## src/rtl/ring_switch_pkg.sv

```systemverilog
// rtl/ring_switch_pkg.sv - shared constants and helpers for the N-port ring switch
package ring_switch_pkg;

  localparam int DEF_NUM_PORTS  = 4;
  localparam int DEF_DATA_W     = 16;
  localparam int DEF_FIFO_DEPTH = 4;
  localparam int DEF_CNT_W      = 32;

  // Widest port vector popcount can count; port masks are zero-extended to this.
  localparam int MAX_PORTS = 64;

  function automatic int unsigned ring_succ(input int unsigned idx, input int unsigned n);
    return (idx + 1 == n) ? 0 : idx + 1;
  endfunction

  function automatic int unsigned ring_pred(input int unsigned idx, input int unsigned n);
    return (idx == 0) ? n - 1 : idx - 1;
  endfunction

  function automatic logic [31:0] popcount(input logic [MAX_PORTS-1:0] m);
    logic [31:0] c;
    c = '0;
    for (int i = 0; i < MAX_PORTS; i++) begin
      c = c + {31'd0, m[i]};
    end
    return c;
  endfunction

endpackage

```

## src/rtl/sw_fifo.sv

```systemverilog
// rtl/sw_fifo.sv - synchronous FIFO with occupancy count; pop-first when pushing and popping together
module sw_fifo #(
  parameter int DEPTH = 4,
  parameter int WIDTH = 16
) (
  input  logic                       clk,
  input  logic                       reset,
  input  logic                       push,
  input  logic [WIDTH-1:0]           push_data,
  input  logic                       pop,
  output logic [WIDTH-1:0]           pop_data,
  output logic                       full,
  output logic                       empty,
  output logic [$clog2(DEPTH+1)-1:0] count
);

  localparam int CW = $clog2(DEPTH + 1);
  localparam int PW = (DEPTH > 1) ? $clog2(DEPTH) : 1;

  logic [WIDTH-1:0] mem [DEPTH];
  logic [PW-1:0]    rd_ptr;
  logic [PW-1:0]    wr_ptr;
  logic             do_push;
  logic             do_pop;

  function automatic logic [PW-1:0] bump(input logic [PW-1:0] p);
    return (p == PW'(DEPTH - 1)) ? '0 : p + PW'(1);
  endfunction

  assign empty    = (count == '0);
  assign full     = (count == CW'(DEPTH));
  // A pop on an empty FIFO is ignored, so it never sees a same-cycle push.
  assign do_pop   = pop && !empty;
  assign do_push  = push && (!full || do_pop);
  assign pop_data = mem[rd_ptr];

  always_ff @(posedge clk) begin
    if (do_push) begin
      mem[wr_ptr] <= push_data;
    end
  end

  always_ff @(posedge clk or posedge reset) begin
    if (reset) begin
      rd_ptr <= '0;
      wr_ptr <= '0;
      count  <= '0;
    end else begin
      if (do_push) begin
        wr_ptr <= bump(wr_ptr);
      end
      if (do_pop) begin
        rd_ptr <= bump(rd_ptr);
      end
      if (do_push && !do_pop) begin
        count <= count + CW'(1);
      end else if (!do_push && do_pop) begin
        count <= count - CW'(1);
      end
    end
  end

endmodule

```

## src/rtl/ring_switch_n.sv

```systemverilog
// rtl/ring_switch_n.sv - N-port multicast packet switch on a rotating slot ring
module ring_switch_n
  import ring_switch_pkg::*;
#(
  parameter int NUM_PORTS  = DEF_NUM_PORTS,
  parameter int DATA_W     = DEF_DATA_W,
  parameter int FIFO_DEPTH = DEF_FIFO_DEPTH,
  parameter int CNT_W      = DEF_CNT_W
) (
  input  logic                           clk,
  input  logic                           reset,
  input  logic [NUM_PORTS-1:0]           ip_valid,
  input  logic [NUM_PORTS*DATA_W-1:0]    ip_data,
  input  logic [NUM_PORTS*NUM_PORTS-1:0] ip_dest,
  output logic [NUM_PORTS-1:0]           ip_suspend,
  output logic [NUM_PORTS-1:0]           op_valid,
  output logic [NUM_PORTS*DATA_W-1:0]    op_data,
  input  logic [NUM_PORTS-1:0]           op_suspend,
  output logic [CNT_W-1:0]               pkts_in,
  output logic [CNT_W-1:0]               pkts_out,
  output logic [CNT_W-1:0]               pkts_dropped
);

  localparam int CW = $clog2(FIFO_DEPTH + 1);
  localparam int IW = DATA_W + NUM_PORTS;

  typedef logic [NUM_PORTS-1:0] mask_t;
  typedef struct packed {
    logic [DATA_W-1:0] data;
    mask_t             mask;
  } slot_t;

  slot_t             ring    [NUM_PORTS];
  slot_t             resid   [NUM_PORTS];
  slot_t             in_head [NUM_PORTS];
  logic [DATA_W-1:0] out_head[NUM_PORTS];
  // Occupancy of every FIFO: input FIFOs at [0, N), output FIFOs at [N, 2N).
  logic [CW-1:0]     fifo_cnt[2*NUM_PORTS];

  logic [NUM_PORTS-1:0] in_push, in_pop, in_full, in_empty, ip_rej;
  logic [NUM_PORTS-1:0] out_push, out_pop, out_full, out_empty;

  for (genvar j = 0; j < NUM_PORTS; j++) begin : g_port
    slot_t in_word;
    assign in_word = {ip_data[j*DATA_W +: DATA_W], ip_dest[j*NUM_PORTS +: NUM_PORTS]};

    sw_fifo #(.DEPTH(FIFO_DEPTH), .WIDTH(IW)) u_in_fifo (
      .clk       (clk),
      .reset     (reset),
      .push      (in_push[j]),
      .push_data (in_word),
      .pop       (in_pop[j]),
      .pop_data  (in_head[j]),
      .full      (in_full[j]),
      .empty     (in_empty[j]),
      .count     (fifo_cnt[j])
    );

    sw_fifo #(.DEPTH(FIFO_DEPTH), .WIDTH(DATA_W)) u_out_fifo (
      .clk       (clk),
      .reset     (reset),
      .push      (out_push[j]),
      .push_data (ring[j].data),
      .pop       (out_pop[j]),
      .pop_data  (out_head[j]),
      .full      (out_full[j]),
      .empty     (out_empty[j]),
      .count     (fifo_cnt[NUM_PORTS + j])
    );

    // One entry of slack so a source reacting a cycle late still lands.
    assign ip_suspend[j] = (fifo_cnt[j] >= CW'(FIFO_DEPTH - 1));
  end

  always_comb begin
    for (int j = 0; j < NUM_PORTS; j++) begin
      in_push[j]  = ip_valid[j] && (ip_dest[j*NUM_PORTS +: NUM_PORTS] != '0) && !in_full[j];
      ip_rej[j]   = ip_valid[j] && !in_push[j];
      out_push[j] = ring[j].mask[j] && !out_full[j];
      resid[j]    = ring[j];
      if (out_push[j]) begin
        resid[j].mask[j] = 1'b0;
      end
      out_pop[j]  = !out_empty[j] && !op_suspend[j];
    end
    // Circulating traffic owns the slot; injection only fills a hole.
    for (int j = 0; j < NUM_PORTS; j++) begin
      in_pop[j] = (resid[ring_succ(j, NUM_PORTS)].mask == '0) && !in_empty[j];
    end
  end

  always_ff @(posedge clk or posedge reset) begin
    if (reset) begin
      for (int j = 0; j < NUM_PORTS; j++) begin
        ring[j] <= '0;
      end
    end else begin
      for (int j = 0; j < NUM_PORTS; j++) begin
        if (resid[ring_succ(j, NUM_PORTS)].mask != '0) begin
          ring[j] <= resid[ring_succ(j, NUM_PORTS)];
        end else if (in_pop[j]) begin
          ring[j] <= in_head[j];
        end else begin
          ring[j] <= '0;
        end
      end
    end
  end

  always_ff @(posedge clk or posedge reset) begin
    if (reset) begin
      op_valid     <= '0;
      op_data      <= '0;
      pkts_in      <= '0;
      pkts_out     <= '0;
      pkts_dropped <= '0;
    end else begin
      op_valid <= out_pop;
      for (int j = 0; j < NUM_PORTS; j++) begin
        if (out_pop[j]) begin
          op_data[j*DATA_W +: DATA_W] <= out_head[j];
        end
      end
      pkts_in      <= pkts_in      + CNT_W'(popcount(MAX_PORTS'(in_push)));
      pkts_out     <= pkts_out     + CNT_W'(popcount(MAX_PORTS'(out_pop)));
      pkts_dropped <= pkts_dropped + CNT_W'(popcount(MAX_PORTS'(ip_rej)));
    end
  end

endmodule

```

## config.mk

```make
export PLATFORM = sky130hd
export DESIGN_NAME = ring_switch_n
export DESIGN_NICKNAME = d
export VERILOG_FILES = /design/src/rtl/ring_switch_pkg.sv /design/src/rtl/sw_fifo.sv /design/src/rtl/ring_switch_n.sv
export SDC_FILE = /design/constraint.sdc
export NUM_CORES = 1
export LEC_CHECK = 0
export BUFFER_PORTS_ARGS = -buffer_cell sky130_fd_sc_hd__buf_2
export CELL_PAD_IN_SITES_DETAIL_PLACEMENT = 0
export CELL_PAD_IN_SITES_GLOBAL_PLACEMENT = 1
export CORE_MARGIN = 2
export CORE_UTILIZATION = 56
export DETAILED_ROUTE_END_ITERATION = 10
export PLACE_DENSITY_LB_ADDON = 0.1
export RECOVER_POWER = 50
export SYNTH_ARGS = -nofsm -noshare
export SYNTH_HDL_FRONTEND = slang
export SYNTH_SLANG_ARGS = --single-unit
```

## constraint.sdc

```tcl
create_clock -name clk -period 17.8 [get_ports clk]
set_clock_uncertainty 0.2 [all_clocks]
set_input_delay 1.78 -clock clk [delete_from_list [all_inputs] [get_ports clk]]
set_output_delay 1.78 -clock clk [all_outputs]
set_load 0.01 [all_outputs]
```

Word-level counts from Yosys, hierarchy flattened
Memories as Yosys holds them, arrays and structs flattened. A register that Yosys moved wholly into a read port is not among the register bits. Index checks and enable logic that the tools add are counted.

Bits in registers: 236. Word-level logic and storage cells: 308. Memories kept: 8. Memory bits (writable): 576. Output and inout port bits: 168. Input bits: 90.

$add $sub $neg: 44. Reduce and logical (&&, ||, !) cells: 132. Multiplexer cells: 60. $lt $le $gt $ge: 4. Equal/unequal tests: 24.

Memories: g_port[0].u_in_fifo.mem (words 4, bits a word 20, rd ports 1, clocked after Yosys merged registers in 0, write ports 1, RTL line sw_fifo.sv:20) `logic [WIDTH-1:0] mem [DEPTH];`; g_port[1].u_in_fifo.mem (words 4, bits a word 20, rd ports 1, clocked after Yosys merged registers in 0, write ports 1, RTL line sw_fifo.sv:20); g_port[2].u_in_fifo.mem (words 4, bits a word 20, rd ports 1, clocked after Yosys merged registers in 0, write ports 1, RTL line sw_fifo.sv:20); g_port[3].u_in_fifo.mem (words 4, bits a word 20, rd ports 1, clocked after Yosys merged registers in 0, write ports 1, RTL line sw_fifo.sv:20); g_port[0].u_out_fifo.mem (words 4, bits a word 16, rd ports 1, clocked after Yosys merged registers in 1, write ports 1, RTL line sw_fifo.sv:20); g_port[1].u_out_fifo.mem (words 4, bits a word 16, rd ports 1, clocked after Yosys merged registers in 1, write ports 1, RTL line sw_fifo.sv:20); +2 memories.

Operators with widths (count): $mux W20 (8); $add A32 B4 Y32 (3); $logic_and A1 B1 Y1 (56); $mux W3 (16); $logic_not A1 Y1 (40); $add A2 B1 Y2 const B (16); $eq A2 B2 Y1 const B (16); $mux W2 (16); $reduce_bool A4 Y1 (8); $add A3 B1 Y3 const B (8); $eq A3 B3 Y1 const B (8); $logic_not A3 Y1 (8); $sub A3 B1 Y3 const B (8); $mux W1 (20); $logic_not A4 Y1 (4); $reduce_bool A2 Y1 (8); $add A3 B1 Y4 (3); $ge A3 B2 Y1 const B (4); $add A2 B1 Y3 (3); $logic_or A1 B1 Y1 (8); $add A1 B1 Y2 (3).

Longest topological paths before layout
Gate-level depths: netlist of the first run.

Depth after elaboration: 13. Mapped depth: 12. Mapped depth without buffers: 11.

Modules after synthesis
A second synthesis of the first run with hierarchy kept.

Cells, all modules: 1905. Area, all modules: 34798.4 um2.

Modules (own cells, without submodules): sw_fifo at g_port[0].u_in_fifo ... (cells an instance 142, area each 3353.2 um2, sequential area each 2577.5 um2, times used 4); sw_fifo at g_port[0].u_out_fifo ... (cells an instance 122, area each 2792.7 um2, sequential area each 2097.0 um2, times used 4); ring_switch_n (cells an instance 849, area each 10214.8 um2, sequential area each 6105.9 um2, times used 1).

Least setup slack after synthesis of the first run
No wires, ideal clock.

Path kind: input port to flip-flop. From: in ip_dest[0]. To: reg pkts_dropped[20]. Stages on the path: 11. Buffers on the path: 0. Setup time: 0.126 ns. Required time: 17.474 ns. Setup slack: 12.808 ns. Arrival time: 4.666 ns. Cells stage by stage: nor4_1 > a211oi_1 > nand2b_1 > fa_1 > fa_1 > inv_1 > fa_1 > nand4_1 > nor4_2 > nand4_1 > xnor2_1.

Word-level cells in the longest chain between the ends: 9.

RTL lines: from (decl) (RTL line ring_switch_n.sv:14) `input logic [NUM_PORTS*NUM_PORTS-1:0] ip_dest,`; $reduce_bool A4 Y1 (RTL line ring_switch_n.sv:77) `in_push[j] = ip_valid[j] && (ip_dest[j*NUM_PORTS +: NUM_PORTS] != '0) && !in_full[j];`; $logic_and A1 B1 Y1 (2 in series) (RTL line ring_switch_n.sv:77); $logic_not A1 Y1 (RTL line ring_switch_n.sv:78) `ip_rej[j] = ip_valid[j] && !in_push[j];`; $logic_and A1 B1 Y1 (RTL line ring_switch_n.sv:78); $add A1 B1 Y2 (RTL line ring_switch_pkg.sv:24) `c = c + {31'd0, m[i]};`; $add A2 B1 Y3 (RTL line ring_switch_pkg.sv:24); $add A3 B1 Y4 (RTL line ring_switch_pkg.sv:24); $add A32 B4 Y32 (RTL line ring_switch_n.sv:126) `pkts_dropped <= pkts_dropped + CNT_W'(popcount(MAX_PORTS'(ip_rej)));`; to (signal assigned) (RTL line ring_switch_n.sv:126); to (decl) (RTL line ring_switch_n.sv:21) `output logic [CNT_W-1:0] pkts_dropped`.

No other way between the ends. A chain may end at the register's enable or synchronous reset.

==> results.json, run 1 <==
{
  "status": "finished, violations left",
  "violations": "max-capacitance violations, max-slew violations",
  "place.gp.congestion": 0.8006,
  "timing.critical_path.mode_cell": "buf_4",
  "cp.required_ps": 18250,
  "fill_cells": 4169,
  "multi_input_area_um2": 8743,
  "dp_slack_ps": 12440,
  "layout_setup_ws_ps": 10920,
  "crit_chain": "buf_2 > clkinvlp_2 > buf_4 > buf_4 > buf_4",
  "hold_class": "flip-flop to flip-flop",
  "switching_share_pct": 30.78,
  "dp_hpwl_mm": 46.58,
  "synth_top_cell_area_share_pct": 50.85,
  "ctsResizeCount": 0,
  "worstPathArrival_ps": 7330,
  "power.internal_mw": 4.883,
  "die_width_um": 250.5,
  "synth_ff_type": "edfxtp_1",
  "power.density_nw_per_um2": 180.9,
  "htreeDepth": 3,
  "synth_area_um2": 34020,
  "comb_power_share_pct": 25.5,
  "slew_headroom_pct": -235.6,
  "firstDrtPassIters": 4,
  "core_um2": 60250,
  "synthDistinctLibCells": 49,
  "power.share.sequential_pct": 48.0,
  "start_util_pct": 56.47,
  "first_global_vias": 17450,
  "grt_max_degree": 110,
  "drt_iter0_markers": 1042,
  "syn_area_per_cell_um2": 18.94,
  "hold_ws_ps": 258.8,
  "synth_top_area_cell": "edfxtp_1",
  "grtUsageMet2_pct": 37.54,
  "rsz0062_at_grt": "no",
  "use_met3_pct": 5.300,
  "rows": 90,
  "clockRootBuffer": "clkbuf_16",
  "grt_pass1_wl_mm": 106.6,
  "yosys-top-cells-area": "edfxtp_1 (51%), dfrtp_1 (22%), mux4_2 (9.5%), mux2_2 (2.8%), xnor2_1 (1.9%)",
  "p_sw_mw": 2.171,
  "cp-end-kind": "asynchronous set/reset pin",
  "slew_violations": 132,
  "synth-edff-count": 576,
  "synth-seq-area-share_pct": 72.91,
  "grt_overflow": 0,
  "numCtsBuffers": 89,
  "cts_hold_buf": 0,
  "setup-violations-final": 0,
  "cp_max_fo": 109,
  "portBuffers": 257,
  "antenna_left": 0,
  "critPathSlowestCell": "clkinvlp_2",
  "final-hold-violation-count": 0,
  "yosysWarnings": 0,
  "finalNetCount": 2260,
  "fin_crit_ps": 6882,
  "drive_gt1_share_pct": 25.84,
  "vdd_drop_max_uv": 97.50,
  "p_leak_nw": 14.76,
  "num_vias": 17000,
  "syn_to_final_growth_pct": 14.65,
  "cts_sinks": 876,
  "wl_mm": 70.05,
  "grtUsageTotal_pct": 22.94,
  "die-area_um2": 62730,
  "max_freq_mhz": 145.3,
  "min_period_over_period_pct": 38.67,
  "sequential_cell_area_um2": 24800,
  "synth_cells": 1796,
  "worst_pin_slew_ps": 5007,
  "tritoncts": "done",
  "worstSetupPathType": "input port to asynchronous set/reset pin",
  "maxCapViolations": 2,
  "synth-seq-cells": 876,
  "grt-busiest-layer": "met2",
  "vias_per_cell": 5.731,
  "final.setup.tns_ps": 0,
  "startpoint_type": "input port",
  "wl_per_cell_um": 23.61,
  "cpPeakStageDelay_ps": 2740,
  "ctsLongestPathBuffers": 3,
  "clk_latency_ps": 630,
  "met1_usage_pct": 31.19,
  "post_cts.repair.setup_buffers": 0,
  "antenna_found_initial": 17,
  "ios": 258,
  "syn_nets": 1954,
  "drc": 0,
  "die_h_um": 250.5,
  "clk_pin_slew_ps": 60,
  "synthArstFlopShare_pct": 34.25,
  "p_clk_share_pct": 26.5
}
layout make-up:
cell class                      instances  area share (%)
Multi-Input combinational cell        806           22.42
Sequential cell                       876           63.60
Clock inverter                         52           1.248
Clock buffer                          116           6.374
Antenna cell                            6         0.03850
Timing Repair Buffer                  272           3.266
Inverter                               57          0.5518
Tap cell                              782           2.509
layer usage:
layer | wire length [um] | part of all wire (%) | vias to the layer above
li1 | - | - | 7564
met1 | 29230 | 42 | 8896
met2 | 35010 | 50 | 404
met3 | 4045 | 5.8 | 120
met4 | 1639 | 2.3 | 20
met5 | 119 | 0.17 | -
metrics by stage:
stage               cells  util (%)  total power, mW  cell area (um^2)
floorplan            1796         -            4.548             34020
global placement     2793     60.01            5.202             36150
detailed placement   2793     60.01            5.276             36150
CTS                  2961     64.95            7.152             39130
global route         2964     64.73            7.424             38990
finish               2967     64.74            7.054             39000
placed cells by master (no fill, tap or decap), types with 4 or more instances in the layout:
cell type / n
xor2_1: 39
fa_1: 17
and2_0: 13
clkbuf_1: 106
mux2_1: 8
buf_4: 9
nor2_1: 54
diode_2: 6
clkbuf_16: 95
inv_1: 56
a21o_1: 21
a22o_1: 64
ha_1: 51
nor3_1: 21
nor4bb_1: 4
or4_1: 7
mux4_2: 144
dfrtp_1: 300
nand2b_1: 5
buf_2: 175
bufinv_16: 9
o21ai_0: 12
and3_1: 10
nand2_1: 45
clkinv_2: 13
clkinv_1: 21
nand3_1: 30
nand4_1: 43
edfxtp_1: 576
mux2_2: 84
clkinvlp_4: 5
a21boi_0: 4
nor2_4: 4
xnor2_1: 75
and2_1: 21
power groups by stage:
stage | sequential, mW | combinational (mW) | clock, mW
floorplan | 3.19 | 1.36 | 0
global placement | 3.39 | 1.81 | 0
detailed placement | 3.44 | 1.84 | 0
CTS | 3.40 | 1.85 | 1.90
global route | 3.47 | 1.97 | 1.99
finish | 3.39 | 1.80 | 1.87
state kept, by name (all words and copies together) (netlist names), 12 cells and up:
register and cells:
g_port.u_in_fifo.mem 320, g_port.u_out_fifo.mem 256, resid 76, op_data 64
pkts_dropped 32, pkts_in 32, pkts_out 32, g_port.u_in_fifo.count 12
g_port.u_out_fifo.count 12
synthesized netlist by cell type (all sizes together) (3+ instances only):
library cell    n
a211oi          3
a21boi          4
a21o           21
a22o           64
and2           34
and3           10
and4            3
buf            40
clkbuf         17
dfrtp         300
edfxtp        576
fa             17
ha             51
inv            57
mux2           92
mux4          144
nand2          45
nand2b          5
nand3          31
nand4          44
nor2           59
nor3           22
nor4            8
nor4b           4
nor4bb          4
o21ai          12
or4             8
xnor2          75
xor2           39
worst max-delay path, delay by kind of cell:
kind / cells / cell delay (ps)
buffers and inverters: 5 / 5440
cell families after synthesis:
group | count (synthesis) | share of synthesized area [%]
XOR/XNOR | 114 | 2.935
AO/OA/AOI/OAI | 108 | 2.615
flip-flops | 876 | 72.91
buffers and inverters | 114 | 1.390
multiplexers | 236 | 12.58
AND/OR/NAND/NOR | 280 | 4.690
adder cells (fa/ha/maj) | 68 | 2.876
worst paths after layout:
kind / start / endpoint / slack, ps / depth (start not counted)
setup / recovery: reset / op_valid[2] / 10920 / 5
hold / removal: resid[20] / resid[40] / 260 / 1
setup reg to reg: g_port[0].u_out_fifo.count[0] / pkts_out[26] / 13520 / 10
hold reg to reg: resid[20] / resid[40] / 260 / 1
max in group clk: op_suspend[0] / pkts_out[26] / 12890 / 10
min in group asynchronous: reset / pkts_dropped[28] / 2460 / 2
Note: power is estimated with default switching activity, not from simulation.
==> run 2: changes to the inputs <==
ABC_AREA = 1   (was unset)
CORE_UTILIZATION = 48   (was 56)
clock period = 6.77 ns   (was 17.8 ns; I/O delays follow)
==> run 2 against run 1 <==
The flow still finishes with violations (max-capacitance violations, max-slew violations). Critical path depth shrank 1. First-iteration DRC count up 57%. Synthesized cell count is 83% higher. Global-route usage shrank 0.46 points. Sequential share of layout area down 3.9 points. Largest power group unchanged.
==> results.json, run 2 <==
{
  "status": "finished, violations left",
  "violations": "max-capacitance violations, max-slew violations",
  "portBuffers": 257,
  "vias_per_cell": 5.123,
  "top_register": "g_port.u_in_fifo.mem",
  "final.setup.tns_ps": 0,
  "cp_max_fo": 104,
  "synthTopCellsByCount": "nand2_1 (1,005), edfxtp_1 (576), nor2_1 (380)",
  "synth_ff_type": "edfxtp_1",
  "cts_sinks": 876,
  "slew_headroom_pct": -79.54,
  "grt_overflow": 0,
  "htreeDepth": 3,
  "grt_pass1_wl_mm": 133.8,
  "synth-edff-count": 576,
  "dp_slack_ps": 2967,
  "yosysWarnings": 0,
  "fin_crit_ps": 4309,
  "synth_top_area_cell": "edfxtp_1",
  "p_leak_nw": 16.89,
  "dp_hpwl_mm": 58.47,
  "die_width_um": 279.2,
  "syn_nets": 3440,
  "tritoncts": "done",
  "num_vias": 23620,
  "syn_to_final_growth_pct": 14.31,
  "fill_cells": 6360,
  "syn_area_per_cell_um2": 11.07,
  "grt_max_degree": 105,
  "cp.required_ps": 6740,
  "firstDrtPassIters": 5,
  "worst_pin_slew_ps": 2693,
  "layout_setup_ws_ps": 2461,
  "core_um2": 74700,
  "rows": 100,
  "max_freq_mhz": 232.1,
  "power.density_nw_per_um2": 472.9,
  "multi_input_area_um2": 10380,
  "synthArstFlopShare_pct": 34.25,
  "synth_area_um2": 36350,
  "ctsLongestPathBuffers": 3,
  "slew_violations": 168,
  "first_global_vias": 23000,
  "final_common_cell": "nand2_1",
  "startpoint_type": "input port",
  "place.gp.congestion": 0.8282,
  "final-hold-violation-count": 0,
  "min_period_over_period_pct": 63.65,
  "wl_mm": 87.03,
  "clk_latency_ps": 660,
  "cp-end-kind": "asynchronous set/reset pin",
  "synth.most_common_cell": "nand2_1",
  "antenna_found_initial": 8,
  "drive_gt1_share_pct": 12.26,
  "setup-violations-final": 0,
  "grtUsageTotal_pct": 22.47,
  "rsz0062_at_grt": "no",
  "synth-seq-cells": 876,
  "synthDistinctLibCells": 33,
  "die-area_um2": 77940,
  "mostFrequentLayoutCells": "nand2_1 (1,007), edfxtp_1 (576), nor2_1 (359)",
  "largest_reg_flops": 320,
  "synth_cells": 3282,
  "synth_top_cell_area_share_pct": 47.59,
  "synth-seq-area-share_pct": 68.24,
  "clockRootBuffer": "clkbuf_16",
  "worstSetupPathType": "input port to asynchronous set/reset pin",
  "start_util_pct": 48.66,
  "vdd_drop_max_uv": 216.3,
  "drt_iter0_markers": 1631,
  "ctsResizeCount": 0,
  "finalNetCount": 3715,
  "antenna_left": 0,
  "die_h_um": 279.2,
  "clk_pin_slew_ps": 60,
  "numCtsBuffers": 94,
  "ios": 258,
  "hold_class": "input port to flip-flop",
  "worstPathArrival_ps": 4280,
  "maxCapViolations": 4,
  "yosys-top-cells-area": "edfxtp_1 (48%), dfrtp_1 (21%), nand2_1 (10%), nor2_1 (3.9%), o21ai_0 (3.0%)",
  "sequential_cell_area_um2": 24800,
  "wl_per_cell_um": 18.88,
  "drc": 0
}
## run 2: changes by cell type after synthesis, moves of 33 or more
| cell | before | now |
|---|---|---|
| a22o_1 | 64 | 0 |
| buf_2 | 24 | 76 |
| mux2_2 | 84 | 0 |
| and2_1 | 34 | 1 |
| inv_1 | 57 | 143 |
| nand4_1 | 43 | 4 |
| o21ai_2 | 0 | 56 |
| nand2_1 | 45 | 1005 |
| nand3_1 | 30 | 203 |
| nand3b_1 | 0 | 35 |
| nor2_1 | 55 | 380 |
| mux4_2 | 144 | 0 |
| o21ai_0 | 12 | 220 |
| xnor2_1 | 75 | 24 |
## run 2: cell families after synthesis
group                    synth area share, %
buffers and inverters                  3.325
XOR/XNOR                               1.349
adder cells (fa/ha/maj)                2.692
AND/OR/NAND/NOR                        19.13
AO/OA/AOI/OAI                          5.260
flip-flops                             68.24
## run 2: area by class of cell
class                           count  area share, %
Tap cell                          969          2.918
Clock inverter                     51          1.388
Clock buffer                      127          6.327
Antenna cell                        2        0.01205
Inverter                          158          1.430
Sequential cell                   876          59.70
Timing Repair Buffer              295          3.249
Multi-Input combinational cell   2132          24.97
## run 2: per-layer routing
| layer | vias up | global-route usage (%) | part of all wire [%] |
|---|---|---|---|
| li1 | 11490 | - | - |
| met1 | 11440 | 30.35 | 43 |
| met2 | 544 | 37.31 | 48 |
| met3 | 136 | 4.117 | 5.6 |
| met4 | 10 | 6.534 | 2.7 |
| met5 | - | 0 | 0.068 |
## run 2: critical path, stage by stage
cell and delay [ps]:
dlygate4sd3_1 530, clkbuf_1 110, clkinvlp_2 790, clkbuf_2 1970
## run 2: where the power goes
part	leakage [nW]	internal [mW]	switching [mW]
clock network	1.56	3.12	2.11
logic	6.24	1.72	4.01
registers	9.09	7.57	1.12
total	16.9	12.4	7.23
## run 2: final timing paths
kind	from	endpoint	slack (ps)	depth (start not counted)
worst min-delay path	ip_data[38]	g_port[2].u_in_fifo.mem[3][10]	80	1
worst max-delay path	reset	pkts_out[17]	2460	4
min in group asynchronous	reset	g_port[2].u_in_fifo.count[1]	670	3
worst min register to register	op_data[63]	op_data[63]	280	2
max in group clk	g_port[0].u_out_fifo.count[0]	pkts_out[16]	3010	11
worst max register to register	g_port[0].u_out_fifo.count[0]	pkts_out[16]	3010	11
## run 2: timing repair
item	in CTS	in global routing
hold buffers	3	0
endpoints found under the hold margin	32	0
setup buffers	0	0
## run 2: through the flow
step	hold WS [ps]	power, mW	instance area, um^2	instances	util [%]
3_5_place_dp	263.4	14.67	38560	4427	51.62
2_1_floorplan	264.2	12.45	36350	3282	-
3_3_place_gp	260.3	14.46	38560	4427	51.62
6_report	79.27	19.65	41550	4610	55.62
4_1_cts	0.2078	19.93	41800	4608	55.95
5_1_grt	60.01	20.94	41540	4609	55.62
